===== src/rtl/pc_sequencer.sv =====
// pc_sequencer: registered program-counter unit that issues one fetch address per cycle.
//
// The next PC is chosen from EX-stage redirects (conditional branch, direct jump or
// jump-register), a hold (stall, fetch back-pressure or boot), or the sequential
// successor. Saturating statistics counters track taken conditional branches and
// all taken redirects.
//
// Optional feature, enabled by defining PC_ALIGN_CHECK_EN:
//   A taken jump-register whose target has nonzero low SH bits is diverted to
//   TRAP_VEC, and misalign pulses for one cycle after the take. When the macro is
//   not defined, the low bits are silently masked and misalign stays 0.
//
// Ports:
//   clk, rst            clock and synchronous active-high reset
//   fetch_ready         imem accepts pc this cycle
//   stall               hazard-unit freeze of the fetch stage
//   ex_valid            EX holds a valid control-flow instruction
//   ex_pc_src           00 seq, 01 cond branch, 10 direct jump, 11 jump-register
//   ex_br_cond          0 EQ, 1 NE, 2 LT, 3 GE, 4 LTU, 5 GEU, 6/7 never taken
//   ex_src_a, ex_src_b  compare operands
//   ex_pc               PC of the EX instruction
//   ex_offset           signed branch offset in instructions
//   ex_jump_index       direct-jump index field
//   ex_jr_target        register jump target
//   pc, pc_valid        fetch request
//   flush               combinational, high in the cycle a redirect is taken
//   taken_cnt           saturating count of taken conditional branches
//   redirect_cnt        saturating count of all taken redirects
//   misalign            one-cycle misaligned jump-register pulse (optional feature)
module pc_sequencer #(
    parameter int                ADDR_W      = 32,
    parameter int                INSTR_BYTES = 4,
    parameter int                JUMP_W      = 26,
    parameter logic [ADDR_W-1:0] RESET_VEC   = {ADDR_W{1'b0}},
    parameter logic [ADDR_W-1:0] TRAP_VEC    = ADDR_W'(32'h0000_0080),
    parameter int                CNT_W       = 16
) (
    input  logic              clk,
    input  logic              rst,
    input  logic              fetch_ready,
    input  logic              stall,
    input  logic              ex_valid,
    input  logic [1:0]        ex_pc_src,
    input  logic [2:0]        ex_br_cond,
    input  logic [ADDR_W-1:0] ex_src_a,
    input  logic [ADDR_W-1:0] ex_src_b,
    input  logic [ADDR_W-1:0] ex_pc,
    input  logic [ADDR_W-1:0] ex_offset,
    input  logic [JUMP_W-1:0] ex_jump_index,
    input  logic [ADDR_W-1:0] ex_jr_target,
    output logic [ADDR_W-1:0] pc,
    output logic              pc_valid,
    output logic              flush,
    output logic [CNT_W-1:0]  taken_cnt,
    output logic [CNT_W-1:0]  redirect_cnt,
    output logic              misalign
);

    localparam int SH = $clog2(INSTR_BYTES);

    // Low address bits that must be zero for an instruction-aligned address.
    localparam logic [ADDR_W-1:0] LOW_MASK  = ADDR_W'(INSTR_BYTES - 1);
    // Bits replaced by {jump_index, SH zeros} in a direct jump.
    localparam logic [ADDR_W-1:0] JIDX_MASK = {ADDR_W{1'b1}} >> (ADDR_W - JUMP_W - SH);
    localparam logic [ADDR_W-1:0] STEP      = ADDR_W'(INSTR_BYTES);
    localparam logic [CNT_W-1:0]  CNT_MAX   = {CNT_W{1'b1}};
    localparam logic [CNT_W-1:0]  CNT_ONE   = {{(CNT_W-1){1'b0}}, 1'b1};

    localparam logic [0:0] ST_BOOT = 1'b0;
    localparam logic [0:0] ST_RUN  = 1'b1;

    logic [ADDR_W-1:0] pc_q, pc_d;
    logic [0:0]        state_q, state_d;
    logic [CNT_W-1:0]  taken_cnt_q, taken_cnt_d;
    logic [CNT_W-1:0]  redirect_cnt_q, redirect_cnt_d;
    logic              misalign_q, misalign_d;

    logic              cond_true_s;
    logic              take_s;
    logic              align_trap_s;
    logic [ADDR_W-1:0] seq_pc_s;
    logic [ADDR_W-1:0] link_s;
    logic [ADDR_W-1:0] br_tgt_s;
    logic [ADDR_W-1:0] j_tgt_s;
    logic [ADDR_W-1:0] jr_tgt_s;
    logic [ADDR_W-1:0] redirect_tgt_s;

    assign seq_pc_s = pc_q + STEP;
    assign link_s   = ex_pc + STEP;
    assign br_tgt_s = link_s + (ex_offset << SH);
    // Keep the upper link bits above the index field, splice in the index.
    assign j_tgt_s  = (link_s & ~JIDX_MASK) | (ADDR_W'(ex_jump_index) << SH);
    assign jr_tgt_s = ex_jr_target & ~LOW_MASK;

`ifdef PC_ALIGN_CHECK_EN
    assign align_trap_s = take_s && (ex_pc_src == 2'b11) &&
                          ((ex_jr_target & LOW_MASK) != {ADDR_W{1'b0}});
`else
    assign align_trap_s = 1'b0;
`endif

    // Branch condition evaluation.
    always_comb begin
        cond_true_s = 1'b0;
        case (ex_br_cond)
            3'd0:    cond_true_s = (ex_src_a == ex_src_b);
            3'd1:    cond_true_s = (ex_src_a != ex_src_b);
            3'd2:    cond_true_s = ($signed(ex_src_a) <  $signed(ex_src_b));
            3'd3:    cond_true_s = ($signed(ex_src_a) >= $signed(ex_src_b));
            3'd4:    cond_true_s = (ex_src_a <  ex_src_b);
            3'd5:    cond_true_s = (ex_src_a >= ex_src_b);
            default: cond_true_s = 1'b0;
        endcase
    end

    // Redirect decision from the EX control-flow source.
    always_comb begin
        take_s = 1'b0;
        case (ex_pc_src)
            2'b01:   take_s = ex_valid && cond_true_s;
            2'b10:   take_s = ex_valid;
            2'b11:   take_s = ex_valid;
            default: take_s = 1'b0;
        endcase
    end

    // Redirect target selection.
    always_comb begin
        redirect_tgt_s = seq_pc_s;
        case (ex_pc_src)
            2'b01:   redirect_tgt_s = br_tgt_s;
            2'b10:   redirect_tgt_s = j_tgt_s;
            2'b11:   redirect_tgt_s = align_trap_s ? TRAP_VEC : jr_tgt_s;
            default: redirect_tgt_s = seq_pc_s;
        endcase
    end

    // Next PC and FSM state; a redirect wins over stall and back-pressure.
    always_comb begin
        pc_d    = pc_q;
        state_d = state_q;
        if (take_s) begin
            pc_d = redirect_tgt_s;
        end else if (stall || !fetch_ready) begin
            pc_d = pc_q;
        end else if (state_q == ST_BOOT) begin
            pc_d = pc_q;
        end else begin
            pc_d = seq_pc_s;
        end
        case (state_q)
            ST_BOOT: state_d = ST_RUN;
            ST_RUN:  state_d = ST_RUN;
            default: state_d = ST_BOOT;
        endcase
    end

    // Saturating statistics counters and the misalign pulse source.
    always_comb begin
        taken_cnt_d    = taken_cnt_q;
        redirect_cnt_d = redirect_cnt_q;
        misalign_d     = align_trap_s;
        if (take_s && (redirect_cnt_q != CNT_MAX)) begin
            redirect_cnt_d = redirect_cnt_q + CNT_ONE;
        end else begin
            redirect_cnt_d = redirect_cnt_q;
        end
        if (take_s && (ex_pc_src == 2'b01) && (taken_cnt_q != CNT_MAX)) begin
            taken_cnt_d = taken_cnt_q + CNT_ONE;
        end else begin
            taken_cnt_d = taken_cnt_q;
        end
    end

    // State registers with synchronous reset.
    always_ff @(posedge clk) begin
        if (rst) begin
            pc_q           <= RESET_VEC;
            state_q        <= ST_BOOT;
            taken_cnt_q    <= {CNT_W{1'b0}};
            redirect_cnt_q <= {CNT_W{1'b0}};
            misalign_q     <= 1'b0;
        end else begin
            pc_q           <= pc_d;
            state_q        <= state_d;
            taken_cnt_q    <= taken_cnt_d;
            redirect_cnt_q <= redirect_cnt_d;
            misalign_q     <= misalign_d;
        end
    end

    assign pc           = pc_q;
    assign pc_valid     = (state_q == ST_RUN);
    assign flush        = take_s && !rst;
    assign taken_cnt    = taken_cnt_q;
    assign redirect_cnt = redirect_cnt_q;
    assign misalign     = misalign_q;

endmodule

===== config.mk =====
export PLATFORM = sky130hd
export DESIGN_NAME = pc_sequencer
export DESIGN_NICKNAME = d
export VERILOG_FILES = /design/src/rtl/pc_sequencer.sv
export SDC_FILE = /design/constraint.sdc
export NUM_CORES = 1
export LEC_CHECK = 0
export CORE_MARGIN = 4
export CORE_UTILIZATION = 45
export DETAILED_ROUTE_END_ITERATION = 6
export HOLD_SLACK_MARGIN = 0.12
export PLACE_DENSITY = 0.91
export RECOVER_POWER = 25
export SLEW_MARGIN = 20
export SYNTH_ARGS = -nofsm -noshare
export SYNTH_HDL_FRONTEND = slang
export SYNTH_SLANG_ARGS = --single-unit
export TNS_END_PERCENT = 20

===== constraint.sdc =====
create_clock -name clk -period 4.4 [get_ports clk]
set_clock_uncertainty 0.1 [all_clocks]
set_input_delay 0.88 -clock clk [delete_from_list [all_inputs] [get_ports clk]]
set_output_delay 0.88 -clock clk [all_outputs]
set_load 0.005 [all_outputs]

; Word level (Yosys, flattened, before mapping)
; Cells that the tools add are included.
; Widths: inputs -> output; s select.
[word_totals]
register_bits = 65
input_bits = 196
out_inout_bits = 67
wordCells = 46
[op_classes]
add_sub_neg = 5
n_lt_le_gt_ge = 4
eq_ne = 13
n_mux = 7
n_bitwise = 1
n_reduce_logical = 12
[ops]
columns = op, n
row1 = $mux 32, 3
row2 = $pmux 32 s3, 1
row3 = $add 32x3->32 const B, 2
row4 = $ge 32x32->1, 2
row5 = $lt 32x32->1, 2
row6 = $add 16x1->16 const B, 2
row7 = $add 32x32->32, 1
row8 = $eq 32x32->1, 1
row9 = $ne 16x16->1 const B, 2
row10 = $ne 32x32->1, 1
row11 = $or 32x28->32, 1
row12 = $eq 3x2->1 const B, 2
row13 = $eq 3x3->1 const B, 2
row14 = $pmux 1 s6, 1
row15 = $logic_and 1x1->1, 5
row16 = $eq 2x2->1 const B, 2
row17 = $eq 3x1->1 const B, 1
row18 = $logic_not 3->1, 1
row19 = $eq 2x1->1 const B, 1
row20 = $logic_not 1->1, 2
row21 = $ne 2x2->1 const B, 1
row22 = $pmux 1 s2, 1
row23 = $reduce_and 2->1, 1
row24 = $reduce_bool 2->1, 1
row25 = other kinds (3), 3

; Longest topological paths before layout
; Gate-level depths: netlist (run 1).
[depth]
ltp_word = 6
depth_mapped = 16
depth_no_buf = 16

; Worst setup path after synthesis (run 1)
; OpenSTA, ideal clock, no wires.
[synth_path]
path_kind = input to output
from = in ex_src_b[14]
to = out flush
arrival_time_ns = 3.266
t_required_ns = 3.420
setup_slack_ns = 0.154
cell_stages = 14
path_buffers = 4
cell_sequence = inv_1 -> ha_1 -> a21oi_1 -> nand2_1 -> a21o_1 -> o41a_1 -> o22ai_1 -> nand2_1 -> buf_6 -> o31a_1 -> buf_2 -> buf_2 -> clkbuf_1 -> nor2_1
[synth_between]
elab_chain_cells = 5
word_cells_on_any_way = 10
classes_between = 4 x order compare / 2 x eq/ne / 2 x mux / 2 x reduce/logical
[synth_rtl]
columns = element, line_no
row1 = from (decl), 46  ; input logic [ADDR_W-1:0] ex_src_b,
row2 = $ge 32x32->1 (tied with other cells), 111  ; 3'd5: cond_true_s = (ex_src_a >= ex_src_b);
row3 = $pmux 1 s6 (*), 105  ; case (ex_br_cond)
row4 = $logic_and 1x1->1 (*), 120  ; 2'b01: take_s = ex_valid && cond_true_s;
row5 = $pmux 1 s2 (*), 119  ; case (ex_pc_src)
row6 = $logic_and 1x1->1 (*), 194  ; assign flush = take_s && !rst;
row7 = to (decl), 53  ; output logic flush,
; Every way passes the cells marked *; elsewhere a longest branch is shown, timed or not.

; Worst setup path in the final report (run 1)
[layout_path]
from = in ex_src_a[31]
to = reg taken_cnt_q[12] (netlist: taken_cnt[12])
[layout_between]
elab_chain_cells = 6
word_cells_on_any_way = 11
classes_between = 4 x order compare / 2 x eq/ne / 2 x mux / 3 x reduce/logical
[layout_rtl]
columns = element, line_no
row1 = from (decl), 45  ; input logic [ADDR_W-1:0] ex_src_a,
row2 = $ge 32x32->1 (tied with other cells), 111
row3 = $pmux 1 s6 (*), 105
row4 = $logic_and 1x1->1 (*), 120
row5 = $pmux 1 s2 (*), 119
row6 = $logic_and 1x1->1 (*) (2 in a row), 168  ; if (take_s && (ex_pc_src == 2'b01) && (taken_cnt_q != CNT_MAX)) begin
row7 = to (signal assigned), 180  ; taken_cnt_q <= {CNT_W{1'b0}};
row8 = to (signal assigned), 186  ; taken_cnt_q <= taken_cnt_d;
row9 = to (decl), 74  ; logic [CNT_W-1:0] taken_cnt_q, taken_cnt_d;
; Marked as above.
; A chain may end at the register's enable or synchronous reset.

==> results of run 1 <==
-- worst register-to-register path, delay by kind of cell, from the launching register on --
kind,cells,cell delay [ns]
compound gates,2,0.58
flops,1,0.59
simple gates,5,1.65
-- placed cells by master (no fill, tap or decap), types with 5 or more instances in the layout --
master / count
a211oi_1: 30
a21o_1: 11
a21oi_1: 48
a221oi_1: 17
a31oi_1: 6
and2_1: 8
and3_1: 14
and4_1: 7
buf_4: 116
clkbuf_16: 9
clkdlybuf4s50_1: 179
dfxtp_1: 65
dlygate4sd2_1: 5
dlygate4sd3_1: 31
dlymetal6s2s_1: 40
ha_1: 36
ha_4: 28
inv_1: 22
inv_2: 27
mux2_2: 7
mux2i_1: 7
nand2_1: 82
nand2b_1: 11
nand3_1: 39
nand4_1: 31
nor2_1: 52
nor2b_1: 8
nor3_1: 21
nor4_1: 5
o211ai_1: 6
o21ai_0: 40
o21ai_1: 5
or3_1: 12
xnor2_1: 51
xor2_1: 36
-- power by group through the flow --
stage                     logic, mW  clock network (mW)  registers, mW
after global placement        0.819                   0          0.660
after CTS                     0.888               0.791          0.650
after detailed placement      0.843                   0          0.662
after global routing           1.06               0.829          0.654
after floorplan               0.402                   0          0.659
final                         0.992               0.810          0.651
-- final cells by class --
type	instances	area share, %
clock buffers	10	2.133
clock inverters	6	0.8041
diodes	1	0.02234
inverters	49	1.642
well taps	184	2.055
repair buffers	377	31.91
multi-input cells	721	49.82
flip-flops and latches	65	11.61
-- flip-flops by register name (all words and copies together) (netlist names) --
| register | cells |
|---|---|
| taken_cnt | 16 |
| pc | 32 |
| pc_valid | 1 |
| redirect_cnt | 16 |
-- through the flow --
step / utilization (%) / area, µm² / cells / total power, mW
floorplan: - / 6661 / 874 / 1.061
global placement: 69.40 / 10090 / 1378 / 1.480
detailed placement: 69.40 / 10090 / 1378 / 1.505
CTS: 73.51 / 10680 / 1402 / 2.329
global route: 77.08 / 11200 / 1413 / 2.539
finish: 77.08 / 11200 / 1413 / 2.452
-- layer usage --
layer	GRT usage, %	vias up
met5	0	-
met4	14.61	2
met3	5.482	133
met2	50.83	551
met1	33.01	3938
li1	-	3923
-- logic make-up (layout without fill, tap and decap cells) --
family / Yosys count / in the layout / synth area share (%)
buffers and inverters: 88 / 442 / 5.203
adders and majority gates: 66 / 66 / 12.51
and+or+nand+nor: 330 / 330 / 25.94
muxes: 16 / 16 / 2.630
other: 1 / 2 / 0.05629
AOI/OAI and AO/OA: 219 / 219 / 22.31
xor gates and xnor gates: 89 / 89 / 11.81
DFF: 65 / 65 / 19.53
-- cells in the mapped netlist (all sizes together) (4+ instances only) --
master  number  share of area (%)
xnor2       53                7.1
xor2        36                4.7
ha          65                 12
and2         9               0.85
and3        16                1.5
a31oi        6               0.56
o211ai       6               0.68
a221oi      22                3.1
nand4       34                3.6
a31o         4               0.53
a311oi       4               0.53
a21oi       51                3.8
nor4         8                1.2
nor2b        9               0.85
mux2         9                1.6
nand2b      12                1.1
nand3       42                3.2
mux2i        7                1.1
and4         8                1.1
o31ai        5               0.64
buf          7               0.64
o21ai       45                3.4
or3         12                1.1
clkbuf      32                1.8
nor3        25                2.0
a21o        11                1.2
dfxtp       65                 20
inv         49                2.8
nor2        57                3.2
a211oi      32                3.6
nand2       85                4.8
-- timing repair --
item,in CTS,in global routing
endpoints found under the setup margin,3,21
gates cloned,0,0
hold buffers,0,0
buffers inserted,8,10
pin swaps,16,43
gates resized for setup,37,120
-- path summary, 6_finish.rpt --
path | start | end | slack [ns] | cells past startpoint
setup / recovery | ex_src_a[31] | taken_cnt[12] | -0.80 | 16
hold reg to reg | redirect_cnt[4] | redirect_cnt[4] | 0.41 | 2
hold / removal | redirect_cnt[4] | redirect_cnt[4] | 0.41 | 2
setup reg to reg | taken_cnt[4] | taken_cnt[12] | 1.32 | 7
==> flow_summary.yaml, run 1 <==
run:
  drv_cap: 0
power:
  seq_power_share_pct: 26.5
  ir_worst_vdd_v: 0.0001852
  internal_power_mw: 1.656
  p_leak_nw: 4.818
  power_density_nw_per_um2: 218.9
  p_sw_share_pct: 32.49
  netSwitchingPower_uw: 796.9
  comb_power_share_pct: 40.4
  pwr-share-clk_pct: 33.0
sta:
  max_freq_ghz: 0.1924
  fin_worst_hold_slack_ns: 0.4068
  setup_total_negative_slack_ns: -5.808
  setup_violations: 48
  maxSlewHeadroom_pct: 5.813
  timing_hold_violations_final: 0
  post-route-min-period_ns: 5.198
  finalMaxSlewViolations: 0
  setup_repair_after_global_routing_missed_its_margin: "true"
  layout_worst_path_cycle_share_pct: 118.1
  fin_ws_ns: -0.7975
  worst_pin_slew_ns: 1.413
global_route:
  first_global_vias: 8125
  wire_length_of_the_first_global_routing_pass_um: 39070
  grt-ovfl-total: 0
  grt_antenna_before_repair: 2
  grt_usage_pct: 28.79
  grt_max_degree: 65
setup_path:
  path_delay_family: "simple AND/OR/NAND/NOR gates"
  cell_repeated_most_along_the_worst_path: "buf_4"
  worstPathCellList: "clkdlybuf4s50_1, ha_4, nand4_4, buf_6, nor4_4, a31oi_1, nand4_1, mux2_4, nand2_2, buf_4, buf_4, buf_4, buf_4, or4_4, or3_1, a21oi_1"
  cp_num_buf_inv: 6
  critical_path_class: "input pin to flip-flop"
  maximum_fanout_count_along_the_critical_path: 11
  worst-endpoint-arrival_ns: 5.28
  required_ns: 4.48
  critPathCaptureType: "flip-flop"
  crit_path_max_incr_delay_ns: 0.66
  startpoint_type: "input pin"
  crit_path_top_delay_cell: "clkdlybuf4s50_1"
route:
  routedLengthMet1_um: 11060
  wl_met2_um: 14660
  num_vias: 8547
  ant_nets: 0
  routed_wl_um: 31040
  drt-wirelength-per-cell_um: 21.97
  top_signal_layer_used: "met5"
  drc: 0
  detailedRoute.firstPassIterationCount: 7
  route.detailed.vias_per_inst: 6.049
  drt_first_iter_violations: 811
  met3WireLength_um: 3284
cts:
  clock-sinks: 65
  worstSkewPairLatency_ns: 0.34
  cts_tree: "yes"
  cts_made_buffers: 9
  cts.root.buffer_cell: "clkbuf_16"
  cts_buffer_depth: 2
  maximum_level_of_the_cts_h_tree: 3
  clk_transition_reported_paths_ns: 0.06
floorplanning:
  boundaryPins: 263
  initial_core_util_pct: 45.83
  num_rows: 44
  die_h_um: 129.7
  core-area_um2: 14530
  total_die_area_um2: 16810
  chip_width_um: 129.7
yosys:
  number_of_synthesized_register_bits: 65
  netlist_area_before_placement_um2: 6661
  synth_cells: 874
  yosysWarnings: 0
  synth-edff-count: 0
  synth_sequential_area_ratio_pct: 19.53
  synth_nets: 1136
  asyncSetResetFlopFracSynth_pct: 0
  post_synth.cell_area_avg_um2: 7.622
  postSynth.topFlopCell: "dfxtp_1"
  synth.distinct_cells: 71
placement:
  pre_cts_slack_ns: -0.5361
  place.detailed.hpwl_um: 18770
  globalplace.congestion: 0.9843
  buffer_ports.inserted: 257
status:
  failed_checks: "setup timing"
  outcome: "finished with violations"
cells_and_area:
  layout-area-overhead-vs-synth_pct: 68.18
  fillerInstances: 925
  post_route_cells_drive_above_1_share_pct: 20.44
  multi_input_area_um2: 5582
  nets: 1485
  area.sequential_um2: 1301
min_path:
  holdCritPathClass: "flip-flop to flip-flop"
Power figures use the tool's default switching activity.
==> run 2, diff against run 1 <==
--- a/config.mk
+++ b/config.mk
@@ -7,2 +7,3 @@
 export LEC_CHECK = 0
+export CAP_MARGIN = 10
 export CORE_MARGIN = 4
--- a/constraint.sdc
+++ b/constraint.sdc
@@ -4,2 +4,2 @@
 set_output_delay 0.88 -clock clk [all_outputs]
-set_load 0.005 [all_outputs]
+set_load 0.1 [all_outputs]
==> run 2 against run 1 <==
Net effect: non-clock buffer count grew 2; sequential share of layout area shrank 0.10 points; sequential cell count is the same; power grew 5.0%; critical path type unchanged; first-iteration DRC count grew 2.3%; the run still ends with setup timing left.
==> flow_summary.yaml, run 2 (synthesis gave the netlist of run 1 again) <==
status:
  outcome: "finished with violations"
  failed_checks: "setup timing"
cts:
  maximum_level_of_the_cts_h_tree: 3
  cts_tree: "yes"
  clk_transition_reported_paths_ns: 0.06
  cts.root.buffer_cell: "clkbuf_16"
  post_cts_hold_buffer_count: 0
  cts_buffer_depth: 2
  cts_made_buffers: 9
  clock-sinks: 65
  worstSkewPairLatency_ns: 0.33
sta:
  worst_pin_slew_ns: 1.088
  setup_violations: 1
  finalMaxSlewViolations: 0
  max_freq_ghz: 0.2257
  layout_worst_path_cycle_share_pct: 100.7
  fin_worst_hold_slack_ns: 0.3923
  timing_hold_violations_final: 0
  fin_ws_ns: -0.03141
  setup_repair_after_global_routing_missed_its_margin: "true"
  maxSlewHeadroom_pct: 27.26
  post-route-min-period_ns: 4.431
cells_and_area:
  area.sequential_um2: 1301
  post_route_cells_drive_above_1_share_pct: 20.65
  finish.utilization_pct: 77.76
  layout-area-overhead-vs-synth_pct: 69.67
  layout.cells.most_common_list: "clkdlybuf4s50_1, buf_4, nand2_1"
  fillerInstances: 889
  max_ffs_per_register: 32
  nets: 1487
  stdcell_count: 1415
  layout.cells.most_common: "clkdlybuf4s50_1"
  finish.instance_area_um2: 11300
  multi_input_area_um2: 5603
route:
  detailedRoute.firstPassIterationCount: 5
  route.detailed.vias_per_inst: 6.052
  drt-wirelength-per-cell_um: 19.90
  routed_wl_um: 28170
  ant_nets: 0
  drc: 0
  num_vias: 8563
  drt_first_iter_violations: 830
floorplanning:
  chip_width_um: 129.7
  total_die_area_um2: 16810
  boundaryPins: 263
  core-area_um2: 14530
  initial_core_util_pct: 45.83
  die_h_um: 129.7
  num_rows: 44
setup_path:
  maximum_fanout_count_along_the_critical_path: 9
  critPathCaptureType: "flip-flop"
  endpoint: "taken_cnt[6]"
  worst-endpoint-arrival_ns: 4.58
  r2r-end: "taken_cnt[11]"
  worst_r2r_path_depth: 9
  required_ns: 4.55
  worstSetupStartpoint: "ex_src_b[3]"
  startpoint_type: "input pin"
  critical_path_class: "input pin to flip-flop"
  internal_reg_to_reg_setup_slack_ns: 1.82
  rr_startpoint: "taken_cnt[5]"
power:
  ir_worst_vdd_v: 0.0001456
  p_leak_nw: 4.943
  power_density_nw_per_um2: 227.8
  finalPower_mw: 2.574
global_route:
  grt_usage_pct: 28.43
  grt_antenna_before_repair: 1
  wire_length_of_the_first_global_routing_pass_um: 39070
  grt-ovfl-total: 0
  first_global_vias: 8080
  grt_max_degree: 59
placement:
  buffer_ports.inserted: 257
  dp_cells: 1377
  place.detailed.hpwl_um: 19570
  placed_area_um2: 10410
  globalplace.congestion: 0.9531
min_path:
  holdCritPathClass: "flip-flop to flip-flop"
run:
  drv_cap: 0
==> run 2: how the worst min path moves through the flow <==
| stage | start | endpoint | slack (ns) | depth (start not counted) |
|---|---|---|---|---|
| after floorplan | redirect_cnt[1] | redirect_cnt[1] | 0.80 | 2 |
| after global placement | pc[1] | pc[1] | 0.36 | 2 |
| after detailed placement | pc[1] | pc[1] | 0.38 | 2 |
| after CTS | redirect_cnt[4] | redirect_cnt[4] | 0.40 | 2 |
| after global routing | redirect_cnt[4] | redirect_cnt[4] | 0.43 | 2 |
| final | redirect_cnt[4] | redirect_cnt[4] | 0.39 | 2 |
==> run 2: through the flow <==
stage                     setup TNS [ns]  worst slack, ns
after CTS                       -0.01768         -0.01768
final                           -0.03141         -0.03141
after global routing              -1.102          -0.2017
after detailed placement          -5.095          -0.4901
after floorplan                 -0.05023         -0.05023
after global placement            -2.162          -0.2790
==> run 2: where the power goes <==
part           switching [mW]  leakage [nW]  internal (mW)
clock                   0.290         0.146          0.443
combinational           0.665          4.27          0.524
sequential             0.0337         0.530          0.618
total                   0.989          4.94           1.58
==> run 2: final cells by class <==
type | instances | area share (%)
sequential | 65 | 11.51
antenna | 1 | 0.02214
clock buffer | 9 | 1.993
timing repair buffer | 379 | 32.30
clock inverter | 7 | 0.6864
inverter | 49 | 1.871
tap | 184 | 2.037
multi-input combinational | 721 | 49.57
==> run 2: timing repair <==
item | 4_1_cts | 5_1_grt
resized for setup | 13 | 116
setup buffers | 9 | 12
setup endpoints to repair | 3 | 24
pin swaps | 15 | 28
==> run 2: critical path, cell delays in order <==
cell,delay (ns)
clkdlybuf4s50_1,0.46
inv_1,0.05
ha_1,0.35
and4_1,0.31
nand3_2,0.13
xnor2_2,0.17
a221oi_4,0.35
nand2_2,0.11
buf_4,0.16
buf_4,0.12
buf_4,0.12
buf_4,0.15
or4_4,0.59
or3_1,0.40
a21oi_1,0.22
==> run 2: metal layers <==
metal  vias up  routed length [µm]  track usage [%]  part of all wire [%]
li1       3938                   -                -                     -
met1      3922                9980            32.36                    35
met2       565               13790            51.44                    49
met3       138                2666            5.565                   9.5
met4         0                1731            12.29                   6.1
met5         -                   0                0                     0
==> run 3, diff against run 2 <==
- PLACE_DENSITY: 0.91 -> 0.87
==> run 3 against run 2 <==
Net effect: the flow still finishes with violations (setup timing); combinational power about the same; non-clock buffer count up 2; setup slack worse by 0.076 ns; register-to-register slack worse by 0.24 ns; sequential power about the same; global-route usage down 1.9 points; critical path depth down 2; power up 0.87%; first-iteration DRC count down 20%; routed wire length down 6.0%.
==> flow_summary.yaml, run 3 (synthesis gave the netlist of run 1 again) <==
cts:
  cts_tree: "yes"
  clk_transition_reported_paths_ns: 0.06
  cts_buffer_depth: 2
  cts.root.buffer_cell: "clkbuf_16"
  worstSkewPairLatency_ns: 0.33
  clock-sinks: 65
  maximum_level_of_the_cts_h_tree: 3
  cts_made_buffers: 9
cells_and_area:
  stdcell_count: 1416
  post_route_cells_drive_above_1_share_pct: 20.86
  finish.instance_area_um2: 11300
  max_ffs_per_register: 32
  multi_input_area_um2: 5585
  layout-area-overhead-vs-synth_pct: 69.65
  finish.utilization_pct: 77.75
  nets: 1489
  area.sequential_um2: 1301
  layout.cells.most_common: "clkdlybuf4s50_1"
  layout.cells.most_common_list: "clkdlybuf4s50_1, buf_4, nand2_1"
  num_antenna_cells: 0
  fillerInstances: 949
status:
  outcome: "finished with violations"
  failed_checks: "setup timing"
setup_path:
  worst-endpoint-arrival_ns: 3.53
  r2r-end: "taken_cnt[15]"
  path_delay_family: "compound AO/OA/AOI/OAI gates"
  rr_startpoint: "taken_cnt[4]"
  maximum_fanout_count_along_the_critical_path: 3
  startpoint_type: "input pin"
  worst_r2r_path_depth: 9
  cp_num_buf_inv: 4
  crit_cells: 13
  crit_path_max_incr_delay_ns: 0.46
  required_ns: 3.42
  internal_reg_to_reg_setup_slack_ns: 1.58
  crit_path_top_delay_cell: "clkdlybuf4s50_1"
  critical_path_class: "input pin to primary output"
  critPathCaptureType: "primary output"
  worstSetupStartpoint: "ex_src_b[27]"
  endpoint: "flush"
  worstPathCellList: "clkdlybuf4s50_1, inv_1, ha_4, buf_4, a21oi_1, o21ai_0, nand2b_1, nand3_2, a221oi_4, nand2_2, o31a_4, nor2_4, buf_12"
route:
  ant_nets: 0
  drt_first_iter_violations: 660
  route.detailed.vias_per_inst: 5.859
  num_vias: 8296
  detailedRoute.firstPassIterationCount: 6
  routed_wl_um: 26480
  drc: 0
  drt-wirelength-per-cell_um: 18.70
floorplanning:
  num_rows: 44
  boundaryPins: 263
  total_die_area_um2: 16810
  chip_width_um: 129.7
  die_h_um: 129.7
  core-area_um2: 14530
  initial_core_util_pct: 45.83
sta:
  setup_total_negative_slack_ns: -0.1669
  max_freq_ghz: 0.2219
  finalMaxSlewViolations: 0
  worst_pin_slew_ns: 1.061
  layout_worst_path_cycle_share_pct: 102.4
  fin_worst_hold_slack_ns: 0.4144
  post-route-min-period_ns: 4.507
  fin_ws_ns: -0.1074
  setup_repair_after_global_routing_missed_its_margin: "true"
  maxSlewHeadroom_pct: 29.03
  timing_hold_violations_final: 0
  setup_violations: 4
global_route:
  grt-ovfl-total: 0
  grt_usage_pct: 26.52
  grt_max_degree: 64
  first_global_vias: 7793
  grt_antenna_before_repair: 0
  wire_length_of_the_first_global_routing_pass_um: 36590
power:
  comb_power_share_pct: 44.9
  p_leak_nw: 4.878
  p_sw_share_pct: 36.83
  seq_power_share_pct: 25.0
  power_density_nw_per_um2: 229.8
  netSwitchingPower_uw: 956.2
  internal_power_mw: 1.640
  ir_worst_vdd_v: 0.0001532
  pwr-share-clk_pct: 30.1
run:
  drv_cap: 0
placement:
  dp_cells: 1382
  place.detailed.hpwl_um: 19270
  globalplace.congestion: 0.9262
  placed_area_um2: 10450
  buffer_ports.inserted: 257
min_path:
  holdCritPathClass: "flip-flop to flip-flop"
-- run 3: area by class of cell --
cell class / count / area share (%)
clock buffers: 9 / 1.993
clock inverters: 7 / 0.8857
inverters: 49 / 1.871
multi-input cells: 721 / 49.42
flip-flops and latches: 65 / 11.51
well taps: 184 / 2.037
repair buffers: 381 / 32.27
-- run 3: worst min-delay path by stage --
stage,slack (ns),startpoint,to,cells after the start
floorplan,0.80,redirect_cnt[1],redirect_cnt[1],2
global placement,0.37,pc[1],pc[1],2
detailed placement,0.40,taken_cnt[14],taken_cnt[14],2
CTS,0.41,taken_cnt[14],taken_cnt[14],2
global route,0.44,redirect_cnt[4],redirect_cnt[4],2
finish,0.41,redirect_cnt[4],redirect_cnt[4],2
-- run 3: worst reg2reg max path, delay by kind of cell (launching register included) --
family / cells / cell delay, ns
flip-flops: 1 / 0.43
XOR/XNOR: 1 / 0.30
AND/OR/NAND/NOR: 8 / 1.84
-- run 3: per-layer routing --
metal | global-route usage, % | share of wire, % | vias up
met3 | 4.740 | 8.0 | 81
met5 | 0 | 0 | -
met2 | 48.20 | 51 | 431
li1 | - | - | 3935
met4 | 8.068 | 3.2 | 0
met1 | 31.67 | 38 | 3849
-- run 3: metrics by stage --
stage / total power [mW] / worst slack [ns]
global route: 2.710 / -0.2167
floorplan: 1.299 / -0.05023
finish: 2.596 / -0.1074
global placement: 1.733 / -0.3107
detailed placement: 1.756 / -0.3703
CTS: 2.538 / 0.002298
-- run 3: power groups by stage --
stage          clock, mW  sequential [mW]  combinational (mW)
2_1_floorplan          0            0.861               0.437
3_3_place_gp           0            0.661                1.07
3_5_place_dp           0            0.662                1.09
4_1_cts            0.784            0.650                1.10
5_1_grt            0.814            0.654                1.24
6_report           0.780            0.650                1.17
-- run 3: what timing repair did --
item,in CTS,in global routing
resized for setup,7,110
pin swaps,15,42
buffers inserted,4,14
setup endpoints to repair,2,15
hold buffers,0,0
